--- src/rtl/alu_result_stage.sv ---
// ALU result stage: captures ALU results, resolves branch-taken, and holds them in a 2-entry skid buffer.
// Optional build macro RESULT_STAGE_X0_GUARD_EN: entries with in_rd == 0 are stored with we = 0.
module alu_result_stage #(
    parameter int unsigned WIDTH        = 32,
    parameter int unsigned RD_BITS      = 5,
    parameter int unsigned ERR_CNT_BITS = 8
) (
    input  logic                    clk,
    input  logic                    rstn,
    input  logic                    in_valid,
    output logic                    in_ready,
    input  logic [WIDTH-1:0]        in_ans,
    input  logic [2:0]              in_flag,
    input  logic                    in_error,
    input  logic [2:0]              in_br_type,
    input  logic [RD_BITS-1:0]      in_rd,
    input  logic                    in_we,
    input  logic                    flush,
    output logic                    out_valid,
    input  logic                    out_ready,
    output logic [WIDTH-1:0]        out_ans,
    output logic [RD_BITS-1:0]      out_rd,
    output logic                    out_we,
    output logic                    out_br_taken,
    output logic                    out_error,
    output logic [ERR_CNT_BITS-1:0] err_cnt
);

    typedef enum logic [2:0] {
        BR_NONE = 3'd0,
        BR_BEQ  = 3'd1,
        BR_BNE  = 3'd2,
        BR_BLT  = 3'd3,
        BR_BGE  = 3'd4,
        BR_BLTU = 3'd5,
        BR_BGEU = 3'd6,
        BR_RSVD = 3'd7
    } br_type_t;

    typedef struct packed {
        logic [WIDTH-1:0]   ans;
        logic [RD_BITS-1:0] rd;
        logic               we;
        logic               br_taken;
        logic               error;
    } entry_t;

    // slot0 is always the head; slot1 holds the second-oldest entry
    entry_t      slot0, slot1;
    logic [1:0]  occ;
    entry_t      new_entry;
    logic        br_raw;
    logic        we_raw;
    logic        push, pop;

    assign in_ready  = (occ != 2'd2);
    assign out_valid = (occ != 2'd0);
    assign push      = in_valid && in_ready;
    assign pop       = out_valid && out_ready;

    always_comb begin
        br_raw = 1'b0;
        case (br_type_t'(in_br_type))
            BR_BEQ:  br_raw = in_flag[0];
            BR_BNE:  br_raw = !in_flag[0];
            BR_BLT:  br_raw = in_flag[1];
            BR_BGE:  br_raw = !in_flag[1];
            BR_BLTU: br_raw = in_flag[2];
            BR_BGEU: br_raw = !in_flag[2];
            default: br_raw = 1'b0;
        endcase
    end

`ifdef RESULT_STAGE_X0_GUARD_EN
    assign we_raw = in_we && (in_rd != '0);
`else
    assign we_raw = in_we;
`endif

    always_comb begin
        new_entry          = '0;
        new_entry.ans      = in_ans;
        new_entry.rd       = in_rd;
        new_entry.we       = we_raw && !in_error;
        new_entry.br_taken = br_raw && !in_error;
        new_entry.error    = in_error;
    end

    always_ff @(posedge clk or negedge rstn) begin
        if (!rstn) begin
            occ   <= 2'd0;
            slot0 <= '0;
            slot1 <= '0;
        end else if (flush) begin
            occ <= 2'd0;
        end else begin
            case (occ)
                2'd0: begin
                    if (push) begin
                        slot0 <= new_entry;
                        occ   <= 2'd1;
                    end
                end
                2'd1: begin
                    if (push && pop) begin
                        slot0 <= new_entry;
                    end else if (push) begin
                        slot1 <= new_entry;
                        occ   <= 2'd2;
                    end else if (pop) begin
                        occ <= 2'd0;
                    end
                end
                default: begin
                    if (pop) begin
                        slot0 <= slot1;
                        occ   <= 2'd1;
                    end
                end
            endcase
        end
    end

    always_ff @(posedge clk or negedge rstn) begin
        if (!rstn) begin
            err_cnt <= '0;
        end else if (push && in_error && !flush && (err_cnt != '1)) begin
            err_cnt <= err_cnt + 1'b1;
        end
    end

    assign out_ans      = slot0.ans;
    assign out_rd       = slot0.rd;
    assign out_we       = slot0.we;
    assign out_br_taken = slot0.br_taken;
    assign out_error    = slot0.error;

endmodule

--- config.mk ---
export PLATFORM = sky130hd
export DESIGN_NAME = alu_result_stage
export DESIGN_NICKNAME = d
export VERILOG_FILES = /design/src/rtl/alu_result_stage.sv
export SDC_FILE = /design/constraint.sdc
export NUM_CORES = 1
export LEC_CHECK = 0
export BUFFER_PORTS_ARGS = -buffer_cell sky130_fd_sc_hd__buf_2
export CELL_PAD_IN_SITES_DETAIL_PLACEMENT = 1
export CELL_PAD_IN_SITES_GLOBAL_PLACEMENT = 2
export CORE_MARGIN = 2
export CORE_UTILIZATION = 31
export CTS_CLUSTER_SIZE = 10
export DETAILED_ROUTE_END_ITERATION = 16
export PLACE_DENSITY_LB_ADDON = 0.1
export SYNTH_ARGS = -nofsm -noshare
export SYNTH_HDL_FRONTEND = slang
export SYNTH_SLANG_ARGS = --single-unit
--- constraint.sdc ---
create_clock -name clk -period 1.5 [get_ports clk]
set_input_delay 0.15 -clock clk [delete_from_list [all_inputs] [get_ports clk]]
set_output_delay 0.15 -clock clk [all_outputs]
set_load 0.01 [all_outputs]
Yosys cells after proc, flatten, opt, wreduce, memory -nomap -nowiden --
Index checks and enable logic that the tools add are counted.
Storage, ports and cells: flip-flop bits (word level) 90, word-level logic and storage cells 61
Operators by class: muxes and demuxes 12, eq/ne operators 14, $add $sub $neg 1, reductions and logical operators 20, bitwise operators 2
Operator list (count):
- $mux 40 | 3
- $pmux 40 s2 | 1
- $mux 2 | 6
- $reduce_and 4->1 | 3
- $eq 3x3->1 const B | 3
- $add 8x1->8 const B | 1
- $logic_and 1x1->1 | 8
- $ne 8x8->1 const B | 1
- $eq 3x2->1 const B | 2
- $ne 2x2->1 const B | 3
- $ne 3x3->1 const B | 2
- $pmux 1 s6 | 1
- $logic_not 1->1 | 5
- $ne 4x4->1 const B | 1
- $pmux 2 s2 | 1
- $reduce_bool 4->1 | 1
- $eq 3x1->1 const B | 1
- $reduce_bool 3->1 | 1
- $eq 2x1->1 const B | 1
- $logic_not 2->1 | 1
- $not 1->1 | 2
- $reduce_bool 2->1 | 1

Depth between registers and ports, before layout --
Gate-level depths: netlist (run 1).
depth in word-level cells 7, mapped depth 6, depth with buffers taken out 4

Worst setup path before layout (run 1) --
Ideal clock, no wire load.
path kind flip-flop to flip-flop, start point register occ[0], end point register slot0 (netlist bit out_br_taken), path slack -143 ps, data required time 1356 ps, path buffers 1, clock period less this slack 1643 ps, data arrival time 1499 ps, cell stages (with the launch flop) 6, cell sequence dfrtp_1 or2_1 a211oi_4 buf_4 mux2i_1 o31ai_1
Between the ends: word-level cells in the longest chain between the ends 5, elaborated cells on any way between the ends 12
RTL lines:
- from (decl) | RTL line 50 | logic [1:0] occ;
- from (signal assigned) | RTL line 91 | occ <= 2'd0;
- from (signal assigned) | RTL line 95 | occ <= 2'd0;
- from (signal assigned) | RTL line 101 | occ <= 2'd1;
- $reduce_bool 2->1 (*) | RTL line 57 | assign out_valid = (occ != 2'd0);
- named net out_valid | RTL line 19 | output logic out_valid,
- $logic_and 1x1->1 (*) | RTL line 59 | assign pop = out_valid && out_ready;
- $logic_and 1x1->1 | RTL line 105 | if (push && pop) begin
- $ne 2x2->1 (no source line)
- $reduce_and 4->1 (no source line) (*)
- to (signal assigned) | RTL line 100 | slot0 <= new_entry;
- to (signal assigned) | RTL line 106 | slot0 <= new_entry;
- to (signal assigned) | RTL line 116 | slot0 <= slot1;
- to (decl) | RTL line 49 | entry_t slot0, slot1;
Mark *: on every way through the listed nets, which the timed path passes. The rest lies on a longest branch. A chain may end at the register's enable or synchronous reset.

Final worst setup path (run 1) --
start point register occ[1], end point register slot0 (netlist bit out_ans[19])
Between the ends: word-level cells in the longest chain between the ends 5, elaborated cells on any way between the ends 12
RTL lines (RTL line):
- $ne 2x2->1 or $reduce_bool 2->1 (tied branches) | 56, 57
- $logic_and 1x1->1 (on tied branches) | 58, 59
- $logic_and 1x1->1 | 105
- $ne 2x2->1 (no source line)
- $reduce_and 4->1 (no source line)
Several ways; a longest one is shown, not always the timed one.

==> results of run 1 <==
repair_timing:
item | CTS | global route
gates resized for setup | 12 | 92
endpoints found under the setup margin | 75 | 83
cloned | 2 | 8
pin swaps | 1 | 2
setup buffers | 5 | 3
hold buffers | 1 | 0
hold endpoints to repair | 24 | 0
area by class of cell:
class	instances	area, sq um
Fill cell	1281	6442
Sequential cell	90	2255
Multi-Input combinational cell	208	1902
Timing Repair Buffer	142	1060
Clock buffer	14	254.0
Tap cell	168	210.2
Inverter	7	26.28
Clock inverter	2	12.51
synthesized netlist by cell type, drive strengths merged (2+ instances only):
master	n
a21oi	43
o21ai	2
nand2	4
a211oi	2
dfrtp	90
xnor2	3
nor3	2
nor2	43
nand3	4
nand4	2
nor2b	2
inv	7
and4	3
nor3b	2
buf	14
nand2b	2
clkbuf	3
mux2i	40
mux2	43
cells by family after synthesis:
family,synth area share
and+or+nand+nor,0.08376
AOI/OAI and AO/OA,0.07478
DFF,0.5777
muxes,0.2269
xor gates and xnor gates,0.006741
adders and majority gates,0.003209
buffers and inverters,0.02695
placed cells by master, fill, tap and decap left out, types with 14 or more instances in the layout:
| master | count |
|---|---|
| mux2i_1 | 40 |
| clkbuf_16 | 15 |
| nor2_1 | 23 |
| a21oi_2 | 17 |
| buf_2 | 97 |
| nor2_4 | 14 |
| mux2_4 | 38 |
| dfrtp_1 | 88 |
| a21oi_1 | 26 |
| buf_4 | 25 |
sequential cells by signal, indices dropped and copies added, names as in the netlist:
| name | cells |
|---|---|
| slot1 | 40 |
| out_error | 1 |
| out_rd | 5 |
| out_br_taken | 1 |
| occ | 2 |
| err_cnt | 8 |
| out_we | 1 |
| out_ans | 32 |
worst min-delay path by stage:
stage / to / slack [ns] / cells past startpoint
final: slot1[23] / 0.05 / 2
after floorplan: err_cnt[0] / -0.15 / 0
after CTS: slot1[12] / 0.03 / 2
after detailed placement: out_ans[4] / 0.10 / 1
after global routing: slot1[36] / 0.05 / 2
after global placement: out_rd[2] / 0.1 / 1
routing by layer:
| metal | wire, um | part of all wire | global-route usage |
|---|---|---|---|
| met1 | 5094 | 0.48 | 0.2039 |
| met2 | 5018 | 0.47 | 0.2366 |
| met3 | 347 | 0.033 | 0.02906 |
| met4 | 187 | 0.018 | 0.06905 |
| met5 | 0 | 0 | 0 |
metrics by stage:
step / TNS (ns) / util
detailed placement: -3.084 / 0.3923
global placement: -1.761 / 0.3923
floorplan: -1.674 / -
global route: -6.909 / 0.4703
finish: -1.817 / 0.4703
CTS: -1.512 / 0.4254
report_power, final:
group	switching, mW	total (mW)	internal, mW	leakage [nW]
logic	0.809	1.87	1.07	1.30
clock network	0.917	2.09	1.17	0.127
registers	0.390	3.40	3.01	1.05
total	2.12	7.37	5.25	2.48
worst max-delay path, stage by stage, from the launching register on:
cell	delay, ns
dfrtp_2	0.44
or2_4	0.26
a211oi_4	0.24
buf_6	0.21
clkbuf_16	0.21
nor2_4	0.04
a21oi_2	0.09
==> results.ini, run 1 <==
[power_and_ir_drop]
power_mw = 7.365
power.density_nw_per_um2 = 1288
ir_drop_v = 0.0005173
p_leak_nw = 2.483

[placement]
preCtsSetupSlack_ns = -0.07644
dpl_cell_area_sq_um = 4771
place.gp.congestion = 0.6989
io_buffers = 99
dp.cells = 596
dpl.hpwl_um = 6300

[synth]
yosysWarnings = 0
ys_seq_area_frac = 0.5777
synth_edf_count = 0
synth_area_sq_um = 3899
synth_ff_type = dfrtp_1
ys_ff_latch = 90
yosys-top-cells-area = dfrtp_1, mux2_2, mux2i_1, a21oi_1, nor2_1
syn_avg_cell_area_sq_um = 12.11
syn-num-nets = 373
syn_inst = 322
post_synth_num_cell_types = 35
synthArstFlopShare = 1.000
synth_area_leader_cell = dfrtp_1
synth.top_cell.area_share = 0.5777

[setup_path]
cp-start-kind = flip-flop
r2r_start = occ[1]
cp_max_fo = 7
regToRegEndpoint = out_ans[19]
crit_type = reg -> reg
r2r_slack_ns = -0.06
reg2regPathDepth = 6
crit_required_ns = 1.78
endpoint_kind = flip-flop
startpoint = occ[1]
critPathCapture = out_ans[19]
crit_arrival_ns = 1.83

[grt]
grt_pass1_vias = 3028
grtUsageTotal = 0.1510
grt_start_max_net_pins = 47
antenna_found_initial = 0
overflow = 0
grt_first_pass_wirelength_um = 15470

[drt]
ant_nets = 0
first_iter_violations = 82
wl_per_cell_um = 16.87
dr.pass1.iters = 4
vias_per_cell = 4.648
routed_wl_um = 10650
drc = 0
num_vias = 2933

[die]
die_h_um = 116.1
core_sq_um = 12160
initial_utilization = 0.3206
die_w_um = 116.1
rows = 40
die_area_sq_um = 13490
io_pins = 100

[clocking]
clock_tree.root_cell = clkbuf_16
cts_buffers = 9
cts.sinks = 90
clkLatencyLatePin_ns = 0.34
cts_tree = yes
clock_path_buffers = 2
cts.htree.levels = 3
cts.clk_slew.worst_paths_ns = 0.06

[sta]
finalClockSkew_ns = 0.004495
worst_hold_slack_ns = 0.05070
clock.fmax_mhz = 642.9
tightest_slew_ns = 0.4104
setup_viol = 77
rsz0062_at_grt = yes
hold_violations = 0
drv_slew = 0
slew_headroom = 0.7264
finalCritPeriodShare = 1.037
fin_ws_ns = -0.05548
fin_crit_ns = 1.555

[cells_and_area]
area_growth_pct = 46.69
fin_cells = 631
final_cell_area_sq_um = 5719
n_antenna_cell = 0
drive_above_1_share = 0.5227
nNetsFinal = 509

[flow_run]
max_cap_violations = 0

[outcome]
status = complete, but fails checks
violations = setup timing

[worst_hold_path]
hp-class = in -> reg
hold_start = in_ans[15]

No activity file was read; power rests on OpenSTA's default activity.
==> inputs of run 2 (changes only) <==
--- a/config.mk
+++ b/config.mk
@@ -9,7 +9,8 @@
 export CELL_PAD_IN_SITES_DETAIL_PLACEMENT = 1
 export CELL_PAD_IN_SITES_GLOBAL_PLACEMENT = 2
 export CORE_MARGIN = 2
-export CORE_UTILIZATION = 31
+export CORE_UTILIZATION = 32
+export CTS_BUF_LIST = sky130_fd_sc_hd__clkbuf_2
 export CTS_CLUSTER_SIZE = 10
 export DETAILED_ROUTE_END_ITERATION = 16
 export PLACE_DENSITY_LB_ADDON = 0.1
==> results.ini, run 2 (same netlist as run 1, synthesis figures left out) <==
[sta]
tns_ns = -15.03  ; -13.21 ns
fin_ws_ns = -0.2179  ; -0.1625 ns
finalCritPeriodShare = 1.145  ; +0.1083
drv_slew = 0  ; unchanged
fin_crit_ns = 1.718  ; +0.1625 ns
rsz0062_at_grt = yes
worst_hold_slack_ns = 0.1168  ; +0.06606 ns
hold_violations = 0  ; unchanged
tightest_slew_ns = 0.6448  ; +0.2344 ns
finalClockSkew_ns = 0.02138  ; +0.01688 ns
slew_headroom = 0.5687  ; -0.1577
clock.fmax_mhz = 582.1  ; -9.5%
setup_viol = 83  ; +7.8%

[cells_and_area]
final_core_util = 0.5452  ; +0.07492
largest_register_ffs = 40  ; unchanged
fin_cells = 670  ; +6.2%
nFillCells = 1213  ; -5.3%
layout_commonest_cell = buf_2
mostFrequentLayoutCells = buf_2, dfrtp_1, dlygate4sd3_1
area_growth_pct = 67.27
top_register = slot1
n_antenna_cell = 0  ; unchanged
drive_above_1_share = 0.5755  ; +0.05285
nNetsFinal = 569  ; +12%

[placement]
io_buffers = 99  ; unchanged
dpl.hpwl_um = 6433  ; +2.1%
preCtsSetupSlack_ns = -0.1007  ; -0.02431 ns
place.gp.congestion = 0.6967  ; -0.31%
dp.cells = 580  ; -2.7%

[setup_path]
r2r_slack_ns = -0.22  ; -0.16 ns
path_cells = buf_6, buf_6, nand2_4, nor4_4, buf_6, clkbuf_16, mux2_4
path_common_cell = buf_6
cp_slowest_cell = dfrtp_1
cpPeakStageDelay_ns = 0.42  ; -0.02 ns
r2r_start = occ[0]
crit_arrival_ns = 2.20  ; +0.37 ns
crit_type = reg -> reg
cp.depth = 7  ; +1
cp_max_fo = 5  ; -2
endpoint_kind = flip-flop
cp-start-kind = flip-flop
path_delay_family = buffers and inverters
crit_required_ns = 1.98  ; +0.20 ns
reg2regPathDepth = 7  ; +1
crit_buf_inv = 4  ; +2
regToRegEndpoint = slot1[27]

[grt]
grtUsageTotal = 0.1779  ; +0.02688
overflow = 0  ; unchanged
grt_pass1_vias = 3392  ; +12%
grt_start_max_net_pins = 41  ; -13%
antenna_found_initial = 0  ; unchanged
grt_first_pass_wirelength_um = 17880  ; +16%

[clocking]
clock_tree.root_cell = clkbuf_2
cts_tree = yes
cts_buffers = 9  ; unchanged
cts.htree.levels = 3  ; unchanged
clkLatencyLatePin_ns = 0.57  ; +0.23 ns
cts.clk_slew.worst_paths_ns = 0.24  ; +0.18 ns
clock_path_buffers = 2  ; unchanged
cts.sinks = 90  ; unchanged

[drt]
routed_wl_um = 11470  ; +7.7%
vias_per_cell = 4.781  ; +2.8%
num_vias = 3203  ; +9.2%
dr.pass1.iters = 4  ; unchanged
first_iter_violations = 58  ; -29%
drc = 0  ; unchanged
wl_per_cell_um = 17.11  ; +1.4%
ant_nets = 0  ; unchanged

[power_and_ir_drop]
internal_power_mw = 4.821  ; -8.2%
power.density_nw_per_um2 = 1079  ; -16%
clkPwrFrac = 0.174  ; -0.109
p_leak_nw = 2.783  ; +12%
p_sw_mw = 2.213  ; +4.6%
pwr-share-comb = 0.337  ; +0.082
sw_frac_of_total = 0.3146  ; +0.02727
pwr-share-seq = 0.489  ; +0.027
ir_drop_v = 0.0006063  ; +17%

[die]
initial_utilization = 0.3259  ; +0.005365
die_w_um = 114.4  ; -1.5%
die_h_um = 114.4  ; -1.5%
core_sq_um = 11960  ; -1.6%
rows = 40  ; unchanged
io_pins = 100  ; unchanged
die_area_sq_um = 13080  ; -3.0%

[flow_run]
max_cap_violations = 0  ; unchanged

[outcome]
status = complete, but fails checks
violations = setup timing

[worst_hold_path]
hp-class = in -> async

run 2: repair_timing:
item,in CTS,in global routing
setup endpoints to repair,84,90
hold buffers,47,0
resized for setup,110,93
setup buffers,13,10
pin swaps,4,2
hold endpoints to repair,172,0
cloned,9,3
run 2: metrics by stage:
stage          total power [mW]  instance area, sq um
4_1_cts                   6.724                  6156
5_1_grt                   7.475                  6521
2_1_floorplan             4.174                  3934
6_report                  7.034                  6521
3_3_place_gp              4.875                  4820
3_5_place_dp              4.936                  4820
run 2: layout make-up:
class / instances / area (sq um) / area share
inverters: 7 / 26.28 / 0.004029
clock buffers: 12 / 60.06 / 0.009210
multi-input cells: 208 / 2156 / 0.3306
repair buffers: 202 / 1799 / 0.2759
flip-flops and latches: 90 / 2253 / 0.3455
clock inverters: 4 / 42.54 / 0.006523
well taps: 147 / 183.9 / 0.02820
run 2: metal layers:
layer,up-vias,routed length [um],part of all wire,track usage
li1,1526,-,-,-
met1,1600,5427,0.47,0.2376
met2,65,5414,0.47,0.2844
met3,12,494,0.043,0.04659
met4,0,129,0.011,0.05366
met5,-,0,0,0
run 2: power groups by stage:
| stage | Combinational [mW] | Sequential [mW] | Clock [mW] |
|---|---|---|---|
| floorplan | 0.715 | 3.46 | 0 |
| global placement | 1.52 | 3.35 | 0 |
| detailed placement | 1.57 | 3.37 | 0 |
| CTS | 2.09 | 3.35 | 1.28 |
| global route | 2.57 | 3.51 | 1.39 |
| finish | 2.37 | 3.44 | 1.22 |
run 2: worst register-to-register path: stages, from the launching register on:
cell       delay, ns
dfrtp_1         0.42
buf_6           0.11
buf_6           0.10
nand2_4         0.05
nor4_4          0.29
buf_6           0.21
clkbuf_16       0.17
mux2_4          0.30
run 2: worst max path at each step:
stage / start / endpoint / slack (ns)
6_report: occ[0] / slot1[27] / -0.22
5_1_grt: occ[0] / slot1[36] / -0.31
4_1_cts: occ[0] / out_valid / -0.21
3_5_place_dp: occ[1] / slot1[5] / -0.10
3_3_place_gp: occ[1] / slot1[14] / -0.06
2_1_floorplan: occ[1] / slot1[17] / -0.05
